## src/rtl/iter_divider.sv

```systemverilog
// Multi-cycle restoring divider: one quotient bit per cycle, then a sign/Euclidean
// fix-up step. Signed mode keeps the remainder non-negative (Oberon DIV/MOD).
module iter_divider #(
   parameter int WIDTH = 32
) (
   input  logic             clk,
   input  logic             rst,
   input  logic             run,
   input  logic             u,
   input  logic [WIDTH-1:0] x,
   input  logic [WIDTH-1:0] y,
   output logic             stall,
   output logic [WIDTH-1:0] quot,
   output logic [WIDTH-1:0] rem,
   output logic             divz,
   output logic [1:0]       dbg_state
);

   localparam int CW = $clog2(WIDTH);

   typedef enum logic [1:0] {
      IDLE = 2'd0,
      BUSY = 2'd1,
      FIX  = 2'd2,
      DONE = 2'd3
   } state_t;

   state_t state, state_nx;

   logic [CW-1:0]    cnt;
   logic [WIDTH-1:0] r, q, ay, xraw;
   logic             sx, sy, yz;

   logic [WIDTH:0]   shifted;
   logic [WIDTH+1:0] diff;
   logic             fix_neg;
   logic [WIDTH-1:0] qm, rm, qf;

   // Handshake: run is held while stall is high; stall drops only in DONE,
   // which is the single cycle where quot/rem/divz are fresh and the pipe advances.
   assign stall     = run && (state != DONE);
   assign dbg_state = state;

   always_ff @(posedge clk) begin
      if (rst) state <= IDLE;
      else     state <= state_nx;
   end

   always_comb begin
      state_nx = state;
      case (state)
         IDLE: if (run) state_nx = BUSY;
         BUSY: begin
            if (!run)                          state_nx = IDLE;
            else if (cnt == CW'(WIDTH - 1))    state_nx = FIX;
         end
         FIX:  state_nx = run ? DONE : IDLE;
         DONE: state_nx = IDLE;
         default: state_nx = IDLE;
      endcase
   end

   // Extra top bits keep the trial subtraction's sign unambiguous.
   always_comb begin
      shifted = {r, q[WIDTH-1]};
      diff    = {1'b0, shifted} - {2'b00, ay};
   end

   // Euclidean correction: a negative dividend with a non-zero remainder rounds
   // the magnitude quotient up so the remainder lands in [0, |y|).
   always_comb begin
      fix_neg = sx && (r != '0);
      qm      = fix_neg ? q + WIDTH'(1) : q;
      rm      = fix_neg ? ay - r : r;
      qf      = (sx ^ sy) ? -qm : qm;
   end

   always_ff @(posedge clk) begin
      if (rst) begin
         cnt  <= '0;
         r    <= '0;
         q    <= '0;
         ay   <= '0;
         xraw <= '0;
         sx   <= 1'b0;
         sy   <= 1'b0;
         yz   <= 1'b0;
         quot <= '0;
         rem  <= '0;
         divz <= 1'b0;
      end else begin
         case (state)
            IDLE: if (run) begin
               sx   <= x[WIDTH-1] & ~u;
               sy   <= y[WIDTH-1] & ~u;
               q    <= (x[WIDTH-1] & ~u) ? -x : x;
               ay   <= (y[WIDTH-1] & ~u) ? -y : y;
               xraw <= x;
               yz   <= (y == '0);
               r    <= '0;
               cnt  <= '0;
            end
            BUSY: begin
               cnt <= cnt + CW'(1);
               if (!diff[WIDTH+1]) begin
                  r <= diff[WIDTH-1:0];
                  q <= {q[WIDTH-2:0], 1'b1};
               end else begin
                  r <= shifted[WIDTH-1:0];
                  q <= {q[WIDTH-2:0], 1'b0};
               end
            end
            FIX: if (run) begin
               if (yz) begin
                  quot <= '1;
                  rem  <= xraw;
                  divz <= 1'b1;
               end else begin
                  quot <= qf;
                  rem  <= rm;
                  divz <= 1'b0;
               end
            end
            default: ;
         endcase
      end
   end

endmodule

```

## config.mk

```make
export PLATFORM = sky130hd
export DESIGN_NAME = iter_divider
export DESIGN_NICKNAME = d
export VERILOG_FILES = /design/src/rtl/iter_divider.sv
export SDC_FILE = /design/constraint.sdc
export NUM_CORES = 1
export LEC_CHECK = 0
export CORE_MARGIN = 2
export CORE_UTILIZATION = 45
export DETAILED_ROUTE_END_ITERATION = 8
export GPL_TIMING_DRIVEN = 0
export PLACE_DENSITY_LB_ADDON = 0.3
export SETUP_SLACK_MARGIN = 0.5
export SYNTH_ARGS = -nofsm -noshare
export SYNTH_HDL_FRONTEND = slang
export SYNTH_SLANG_ARGS = --single-unit
```

## constraint.sdc

```tcl
create_clock -name clk -period 8.5 [get_ports clk]
set_input_delay 2.125 -clock clk [delete_from_list [all_inputs] [get_ports clk]]
set_output_delay 2.125 -clock clk [all_outputs]
set_load 0.02 [all_outputs]
```

# After elaboration in Yosys (flattened, before gate mapping)
# Index checks and enable logic that the tools add are counted.
# W data, S select, Z words.
# op_classes
addsub,7
eq_ne,7
n_mux,21
bitwise_logic,4
reduce_logical,10
# ops
cell,count
$mux W32,10
$pmux W32 S2,2
$neg A32 Y32,3
$sub A33 B32 Y34,1
$add A32 B1 Y32 const B,1
$logic_not A32 Y1,1
$reduce_bool A32 Y1,1
$sub A32 B32 Y32,1
$pmux W5 S2,1
$mux W2,4
$pmux W2 S4,1
$reduce_and A2 Y1,4
$add A5 B1 Y5 const B,1
$eq A5 B5 Y1 const B,1
$mux W5,1
$eq A2 B2 Y1 const B,2
$ne A2 B2 Y1 const B,2
$ne A3 B3 Y1 const B,1
$and A1 B1 Y1,2
$eq A2 B1 Y1 const B,1
$logic_and A1 B1 Y1,2
$logic_not A2 Y1,1
$mux W1,2
$reduce_bool A2 Y1,1
2 further kinds,2
# word_totals
register_bits,203
out_inout_bits,68
elab_cells,61

# Logic depth before layout (Yosys ltp)
# Gate-level depths: netlist of the first run.
# depth
ltp_word,6
depth_mapped,14

# Least setup slack after synthesis of the first run
# Ideal clock, no wire load.
# synth_path
path_type,input to output
start,input run
end,output stall
arrival_ns,2.634
slack_ns,3.741
path_stages,1
path_buffers,0
path_cell_list,a21boi_0
# synth_between
elab_chain_cells,1
# synth_lines
item,line,source
from (decl),8,"input logic run,"
$logic_and A1 B1 Y1,41,assign stall = run && (state != DONE);
to (decl),12,"output logic stall,"
# Every way passes these cells.

# Worst setup path in the final report of the first run
# Ends and elaborated chain as after synthesis.

==> impl_results.md, run 1 <==
* RD Place Congestion at 0.9575
* Critical Path AT at 3.60 ns
* H-tree levels at 1
* Share of post-route cells with drive strength above 1 at between 5 and 6%
* Area fraction of the dominant cell type after synthesis at between 20 and 30%
* Static leakage at approximately 6.5 nW
* Min Tclk post-route at between 5 and 6 ns
* Post-Synth XOR/XNOR Area at 9.661%
* Mean Syn Cell Area at around 7.7 sq um
* Distinct cells, synth at 98
* Crit-path max cell delay at 0.63 ns
* Reg2reg start: r[8]
* RSZ-0062 raised after global routing: false
* First-pass GRT wire length at between 70 and 80 mm
* Min-Delay Endpoint: rem[16]
* Final wirelength at 50.95 mm
* Inst Count DP at ~2500
* Post-Syn Area at approximately 15000 sq um
* R2R Setup Slk at 3.68 ns
* Number of synthesized flops with an enable pin at 0
* Critical path capture point type: output port
* N_diodes at 0
* Largest net degree at the start of global routing at 13
* Critical-path cell list: clkdlybuf4s50_1 > a21boi_0 > clkdlybuf4s50_1
* Number of global-route vias before repair at between 10000 and 15000
* Post-CTS setup buffers at 0
* Antenna-violating nets left at 0
* Synthesized flop and latch total at roughly 200
* Synth Area in Adders at about 6.1%
* Startpoint types: input pin
* Critical-path top delay cell: clkdlybuf4s50_1
* Die Height at ~190 microns
* I/O Pins at roughly 140
* Hold WC Path Type: flip-flop to flip-flop
* Die area at around 34000 sq um
* CTS buffer count at 25
* Initial antenna violation count at 0
* CTS tree: yes
* WS Path Type: input pin to output port
* Largest family of logic cells by synthesized area: compound AO/OA/AOI/OAI gates
* Vias at about 15000
* Synth Area in Simple Gates at about 22%
* Max Cap Violations at 0
* Mux cell area share after synthesis at ~2.2%
* Slew at the pin closest to its max-slew limit at 1.047 ns
* Setup TNS at 0 ns
* Hold path depth at 2
* DP Wirelength at about 40 mm
* Register area at roughly 4100 sq um
* Slew Limit Fails at 0
* Area after DPL at between 15000 and 20000 sq um
* Post-cts gate resize count at 0
* Endpoints failing setup at 0
* Status: finished, final reports clean
* Clock Tree Buf Depth at 3
* Worst VDD drop at 0.0001344 V
* Depth of the most critical reg-to-reg path at 14
* Starting Density at a little under half
* Multi-input gate area at around 9800 sq um
* Worst-Skew Late Latency at 0.54 ns
* Core Area at around 32000 sq um
* Endpoints failing hold at 0
* Worst-path clk slew at about 0.06 ns
* Post-synthesis sequential area ratio at about 28%
* Max FO, Critical Path at 8
* Area contributors post-synth: dfxtp_1, ha_1, xnor2_1, a21oi_1, nand2_1
* DR vias/cell at 6.100
* IO Port Bufs at between 100 and 150
* Post-route insts no fill at between 2000 and 3000
* Hold Buf Count CTS at 0
* Initial DRC count at 1676
* CP required at 6.38 ns
* Synthesized Nets at a little over 2000
* Critical R2R Capture: quot[30]
* Pwr Total at roughly 2.7 mW
* Most frequent CP cell: clkdlybuf4s50_1
* Ys async rst share at 0%
* Post-Syn Instances at between 1500 and 2000
* Critical path startpoint: run
* GRT Resource Usage Total at roughly 29%
* Pwr Density at about 160 nW/um^2
* Non-Filler Cell Area, Final at 17450 sq um
* # nets final at between 2000 and 2500
* Yosys warning total at 0
* CTS root buffer: clkbuf_16
* Post-synth top flop: dfxtp_1
* Peak Freq at 0.1747 GHz
* Worst hold start: rem[16]
* DRC at 0
* Synth Area in Compound Gates at 26.74%
* Worst slew margin at a little under a third
* CTS sink count at between 200 and 250
* Setup Skew at roughly 0.011 ns
* Synth cell count leaders: nand2_1, dfxtp_1, nor2_1
* Most common cell in the synthesized netlist: nand2_1
* Fillers at around 3100
* Leading area contributor after synthesis: dfxtp_1
* Num rows at 66
* Post-layout util at a little over half
* Die Wd at roughly 190 microns
* Gr ovfl total at 0
* Fin crit share at approximately two thirds
* Area Growth Syn to Fin at 18.20%
* WL per Instance at between 20 and 25 microns
* DR pass1 iterations at 6
[how the worst max path moves through the flow]
| stage | slack [ns] | end |
|---|---|---|
| floorplan | 3.74 | stall |
| global placement | 2.63 | rem[27] |
| detailed placement | 2.80 | stall |
| CTS | 2.78 | stall |
| global route | 2.70 | stall |
| finish | 2.78 | stall |
[critical path: cells and delay by family]
kind / cells / cell delay, ns
buffers and inverters: 2 / 1.26
AO/OA/AOI/OAI: 1 / 0.22
[routing by layer]
layer | GRT usage (%) | wire length (microns) | vias to the layer above
met2 | 44.06 | 21200 | 744
met3 | 4.011 | 4955 | 108
li1 | - | - | 7297
met5 | 0 | 0 | -
met4 | 10.57 | 1860 | 0
met1 | 42.19 | 22940 | 7334
[layout make-up]
class | instances | share of cell area (%)
inverter | 100 | 2.151
tap | 442 | 3.169
clock inverter | 9 | 0.2939
sequential | 203 | 23.29
multi-input combinational | 1495 | 56.17
buffer | 119 | 3.026
timing repair buffer | 134 | 7.686
clock buffer | 36 | 4.223
[cells by family (layout without fill, tap and decap cells)]
logic type,count (synthesis),in the layout
simple gates,646,646
mux,32,32
flops,203,203
xor+xnor,162,162
fa+ha+maj,71,71
compound gates,584,584
buf+inv,219,398
[per-stage QoR]
| stage | hold WS [ns] | worst slack [ns] |
|---|---|---|
| floorplan | 0.4312 | 3.741 |
| global route | 0.4721 | 2.701 |
| finish | 0.4540 | 2.776 |
| CTS | 0.4555 | 2.785 |
| global placement | 0.4443 | 2.626 |
| detailed placement | 0.4478 | 2.805 |
[state kept, by name (all words and copies together), names as in the netlist]
name and count:
q 32, sx 1, quot 32, xraw 32
rem 32, ay 32, divz 1, sy 1
r 32, yz 1, cnt 5, dbg_state 2
[power by group]
group          total [mW]  switching (mW)  internal [mW]
Clock                1.04           0.442          0.599
Combinational       0.657           0.393          0.264
Sequential           1.02          0.0305          0.985
[placed cells by master, fill, tap and decap left out, types with 69 or more instances in the layout]
cell type,n
clkbuf_1,92
dfxtp_1,203
nor2_1,173
a21oi_1,155
xnor2_1,95
ha_1,69
o21ai_0,124
inv_1,99
clkdlybuf4s50_1,134
nand2_1,204
No activity file was read; power rests on OpenSTA's default activity.
==> run 2: changes to the inputs <==
==> constraint.sdc (replaced) <==
create_clock -name clk -period 5.2 [get_ports clk]
set_input_delay 1.3 -clock clk [delete_from_list [all_inputs] [get_ports clk]]
set_output_delay 1.3 -clock clk [all_outputs]
set_load 0.02 [all_outputs]
==> run 2 against run 1 <==
Effect of this change: design area is essentially flat; first-iteration DRC count shrank 3.5%; sequential share of layout area is essentially flat; flip-flop and latch count is the same; global-route usage is the same; clock skew grew 0.0043 ns; non-clock buffer count is the same; sequential power grew 63%.
==> impl_results.md, run 2 (synthesized netlist as in run 1, its figures left out) <==
* NetSw at approximately 1.4 mW
* Met2 Resource Use GR at between 40 and 50%
* Peak Freq at approximately 0.22 GHz
* DP Wirelength at ~40 mm
* # nets final at between 2000 and 2500
* Share of post-route cells with drive strength above 1 at between 5 and 6%
* CTS tree: yes
* Fin crit share at 88.53%
* Depth of the most critical reg-to-reg path at 14
* Endpoints failing hold at 0
* Max Cap Violations at 0
* CTS sink count at 203
* Worst-Skew Late Latency at ~0.54 ns
* N_diodes at 0
* Clock power frac at 38.4%
* Static leakage at about 6.5 nW
* Max FO, Critical Path at 10
* Status: finished, final reports clean
* IO Port Bufs at 134
* CTS root buffer: clkbuf_16
* GRT Resource Usage Total at between 20 and 30%
* Sequential power share at around 37%
* P_int at between 3 and 4 mW
* Most frequent cells in the layout: nand2_1, dfxtp_1, nor2_1
* Antenna-violating nets left at 0
* Worst slew margin at between 30% and 40%
* Setup Skew at about 0.015 ns
* Worst VDD drop at ~0.00022 V
* I/O Pins at 136
* Critical path capture point type: flip-flop
* Hold WC Path Type: flip-flop to flip-flop
* Post-CTS setup buffers at 0
* R2R Setup Slk at 0.60 ns
* Slew Limit Fails at 0
* Starting Density at about 45%
* Sw frac at about a third
* Die area at roughly 34000 sq um
* Largest net degree at the start of global routing at 13
* Min-Delay Endpoint: rem[16]
* H-tree levels at 1
* Die Wd at 185.1 microns
* Slew at the pin closest to its max-slew limit at between 1 and 1.5 ns
* WS Path Type: flip-flop to flip-flop
* DRC at 0
* Setup TNS at 0 ns
* Num rows at 66
* Startpoint types: flip-flop
* WL per Instance at a little over 20 microns
* Core Area at roughly 32000 sq um
* Initial DRC count at 1617
* Critical Path AT at around 5 ns
* First-pass GRT wire length at 78.56 mm
* Clock Tree Buf Depth at 3
* Vias at approximately 16000
* DR pass1 iterations at 9
* Worst-path clk slew at approximately 0.060 ns
* Critical R2R Capture: quot[30]
* Min Tclk post-route at around 4.6 ns
* Post-layout util at between 50% and 60%
* CTS buffer count at 25
* Pwr Density at approximately 250 nW/um^2
* Area Growth Syn to Fin at 18.28%
* Hold path depth at 2
* Top Usage Layer GRT: met2
* Initial antenna violation count at 0
* Leading cell type in the layout, fill and taps excluded: nand2_1
* Met1 usage at between 40 and 50%
* Worst hold start: rem[16]
* Gr ovfl total at 0
* RSZ-0062 raised after global routing: true
* CP required at about 5.6 ns
* Endpoints failing setup at 0
* Number of global-route vias before repair at about 14000
* Final wirelength at approximately 50 mm
* Hold Buf Count CTS at 0
* Logic pwr share at around 24%
* DR vias/cell at 6.141
* Met3 usage at between 4 and 5%
* Reg2reg start: r[8]
* Die Height at 185.1 microns
* RD Place Congestion at between 0.9 and 1
-- run 2: cell counts in the layout (fill, tap and decap cells not counted) --
Identical to the previous run, type by type.
-- run 2: layout make-up --
class                      instances  area (sq um)
fill                            3109         14990
multi-input combinational       1495          9813
sequential                       203          4064
timing repair buffer             134          1341
clock buffer                      36         737.0
tap                              442         553.0
buffer                           119         528.0
inverter                         100         375.4
clock inverter                     9         51.30
-- run 2: power groups by stage --
stage | registers (mW) | logic (mW) | clock network, mW
2_1_floorplan | 1.67 | 0.754 | 0
3_3_place_gp | 1.69 | 1.03 | 0
3_5_place_dp | 1.69 | 1.04 | 0
4_1_cts | 1.66 | 1.05 | 1.71
5_1_grt | 1.66 | 1.18 | 1.76
6_report | 1.66 | 1.08 | 1.71
-- run 2: stage by stage --
stage                     instances  area [sq um]  power [mW]  worst slack (ns)  hold WS (ns)
after CTS                      2538         17450       4.417            0.5715        0.4555
after global placement         2493         16660       2.719            0.1513        0.4443
final                          2538         17460       4.445            0.5967        0.4541
after detailed placement       2493         16660       2.738            0.3803        0.4478
after global routing           2538         17460       4.603            0.4309        0.4721
after floorplan                1917         14760       2.428             1.476        0.4312
-- run 2: repair_timing --
| item | in CTS | in global routing |
|---|---|---|
| endpoints found under the setup margin | 0 | 6 |
| resized for setup | 0 | 2 |
| endpoints found under the hold margin | 0 | 0 |
-- run 2: worst max-delay path, cell delays in order, from the launching register on --
cell and delay, ns:
dfxtp_1 0.38, nor4_1 0.49, nand4_1 0.36, buf_6 0.28, buf_6 0.15, o21a_1 0.21
buf_2 0.22, buf_1 0.36, xnor2_1 0.38, ha_1 0.36, nand4_1 0.26, nor4_2 0.47
nand4_1 0.22, nor4_1 0.24, nor4b_1 0.09
-- run 2: worst max path at each step --
stage,startpoint,end,slack [ns]
global placement,run,rem[27],0.15
finish,r[8],quot[30],0.60
floorplan,y[6],ay[30],1.48
CTS,r[8],quot[30],0.57
detailed placement,y[0],ay[29],0.38
global route,r[22],quot[30],0.43
-- run 2: metal layers --
layer	vias to the layer above	wire length [microns]
met5	-	0
li1	7299	-
met2	756	21260
met1	7431	23020
met3	99	5004
met4	0	1854
==> run 3: changes to the inputs <==
--- a/config.mk
+++ b/config.mk
@@ -5,6 +5,7 @@
 export SDC_FILE = /design/constraint.sdc
 export NUM_CORES = 1
 export LEC_CHECK = 0
+export CAP_MARGIN = 40
 export CORE_MARGIN = 2
 export CORE_UTILIZATION = 45
 export DETAILED_ROUTE_END_ITERATION = 8
==> run 3 against run 2 <==
Effect of this change: sequential share of layout area about the same; worst hold slack worse by 0.00055 ns; largest cell class unchanged; critical endpoint unchanged; non-clock buffer count grew 6; via count shrank 0.38%; design area rose by 0.19%; power is 0.11% higher; sequential power about the same; clock skew grew 0.0024 ns; critical path depth is the same; register-to-register slack better by 0.06 ns; highest routed layer unchanged; final cell count up 0.12%; clock power hardly changed.
==> impl_results.md, run 3 (synthesized netlist as in run 1, its figures left out) <==
* Status: finished, final reports clean
* Starting Density at ~45%
* RSZ-0062 raised after global routing: true
* Hold Buf Count CTS at 0
* Die area at between 30000 and 40000 sq um
* Num rows at 66
* Sw frac at around a third
* Setup Skew at between 0.015 and 0.02 ns
* P_int at 3.043 mW
* Critical Path AT at ~4.9 ns
* H-tree levels at 1
* Worst-path clk slew at roughly 0.06 ns
* Worst-Skew Late Latency at between 0.5 and 0.6 ns
* CTS root buffer: clkbuf_16
* Initial DRC count at ~1600
* Initial antenna violation count at 0
* IO Port Bufs at between 100 and 150
* N_diodes at 0
* Non-Filler Cell Area, Final at roughly 17000 sq um
* Setup TNS at 0 ns
* Reg2reg start: r[9]
* # nets final at about 2200
* CTS tree: yes
* Sequential power share at 37.3%
* Peak Freq at between 0.2 and 0.25 GHz
* Hold path depth at 2
* Max FO, Critical Path at 10
* Fillers at 3123
* Post-layout util at 53.91%
* WL per Instance at about 20 microns
* Final wirelength at 51.10 mm
* Vias at between 15000 and 20000
* Worst slew margin at between 30% and 40%
* Endpoints failing setup at 0
* Dpl ws at ~0.37 ns
* Pwr Density at 254.3 nW/um^2
* DP Wirelength at between 30 and 40 mm
* RD Place Congestion at ~0.96
* Min-Delay Endpoint: rem[7]
* Die Height at 185.1 microns
* Area Growth Syn to Fin at 18.51%
* Worst hold start: rem[7]
* CP required at around 5.6 ns
* Gr ovfl total at 0
* CTS buffer count at 25
* First-pass GRT wire length at a little under 80 mm
* Max Cap Violations at 0
* CTS sink count at 203
* Min Tclk post-route at around 4.5 ns
* Core Area at approximately 32000 sq um
* Depth of the most critical reg-to-reg path at 14
* NetSw at roughly 1.4 mW
* Slew at the pin closest to its max-slew limit at approximately 0.96 ns
* Hold WC Path Type: flip-flop to flip-flop
* DR pass1 iterations at 8
* Slew Limit Fails at 0
* Pwr Total at between 4 and 5 mW
* Fin crit share at between 80% and 90%
* Antenna-violating nets left at 0
* Largest net degree at the start of global routing at 12
* GRT Resource Usage Total at slightly below 30%
* Leading cell type in the layout, fill and taps excluded: nand2_1
* Static leakage at ~6.5 nW
* Die Wd at about 190 microns
* WS Path Type: flip-flop to flip-flop
* Clock Tree Buf Depth at 3
* Endpoints failing hold at 0
* Critical path capture point type: flip-flop
* DR vias/cell at slightly above 6
* R2R Setup Slk at approximately 0.66 ns
* Final WS setup at around 0.66 ns
* Most frequent cells in the layout: nand2_1, dfxtp_1, nor2_1
* Number of global-route vias before repair at 14240
* Critical R2R Capture: quot[30]
* Area after DPL at between 15000 and 20000 sq um
* Logic pwr share at around a quarter
* DRC at 0
* Share of post-route cells with drive strength above 1 at approximately 5.7%
* I/O Pins at roughly 140
* Post-CTS setup buffers at 0
* Startpoint types: flip-flop
* Worst VDD drop at between 0.0002 and 0.0003 V
* Clock power frac at a little under two fifths
## run 3: cell count changes in the layout (fill, tap and decap cells not counted), sizes merged
cell	before	now
clkinvlp	1	0
buf	31	37
bufinv	0	1
clkinv	9	5
inv	99	100
## run 3: power by group through the flow
stage | clock [mW] | combinational, mW | sequential (mW)
final | 1.71 | 1.08 | 1.66
after floorplan | 0 | 0.754 | 1.67
after global placement | 0 | 1.03 | 1.69
after global routing | 1.76 | 1.18 | 1.66
after CTS | 1.71 | 1.06 | 1.66
after detailed placement | 0 | 1.05 | 1.69
## run 3: metrics by stage
stage / std cells / hold slack (ns)
floorplan: 1917 / 0.4312
global placement: 2493 / 0.4443
detailed placement: 2499 / 0.4478
CTS: 2541 / 0.4552
global route: 2541 / 0.4714
finish: 2541 / 0.4535
## run 3: area by class of cell
| cell class | count | area, sq um | share of cell area, % |
|---|---|---|---|
| clock inverter | 6 | 58.81 | 0.3361 |
| buffer | 119 | 528.0 | 3.018 |
| tap | 442 | 553.0 | 3.161 |
| timing repair buffer | 140 | 1379 | 7.880 |
| inverter | 100 | 375.4 | 2.145 |
| clock buffer | 36 | 716.9 | 4.098 |
| multi-input combinational | 1495 | 9822 | 56.14 |
| sequential | 203 | 4064 | 23.23 |
## run 3: how the worst max path moves through the flow
stage,start,end,slack (ns),cells past startpoint
global route,r[22],quot[30],0.50,14
finish,r[9],quot[30],0.66,14
global placement,run,rem[27],0.15,6
CTS,r[8],quot[30],0.58,14
floorplan,y[6],ay[30],1.48,9
detailed placement,y[0],ay[29],0.37,10
## run 3: worst max-delay path, cell delays in order, from the launching register on
cell     delay (ns)
dfxtp_1        0.39
nor4_1         0.48
nand4_1        0.38
buf_6          0.28
buf_6          0.15
o21a_1         0.20
buf_2          0.22
buf_1          0.37
xnor2_1        0.37
ha_1           0.36
nand4_1        0.29
nor4_4         0.36
nand4_1        0.21
nor4_1         0.25
nor4b_1        0.10
## run 3: timing repair
item,CTS,global route
gates resized for setup,0,3
endpoints found under the hold margin,0,0
endpoints found under the setup margin,0,6
## run 3: per-layer routing
| layer | vias to the layer above | wire length, microns | track usage (%) |
|---|---|---|---|
| met5 | - | 0 | 0 |
| met4 | 0 | 1745 | 10.03 |
| met3 | 90 | 4874 | 4.365 |
| met2 | 735 | 21500 | 44.67 |
| met1 | 7397 | 22980 | 41.98 |
| li1 | 7304 | - | - |
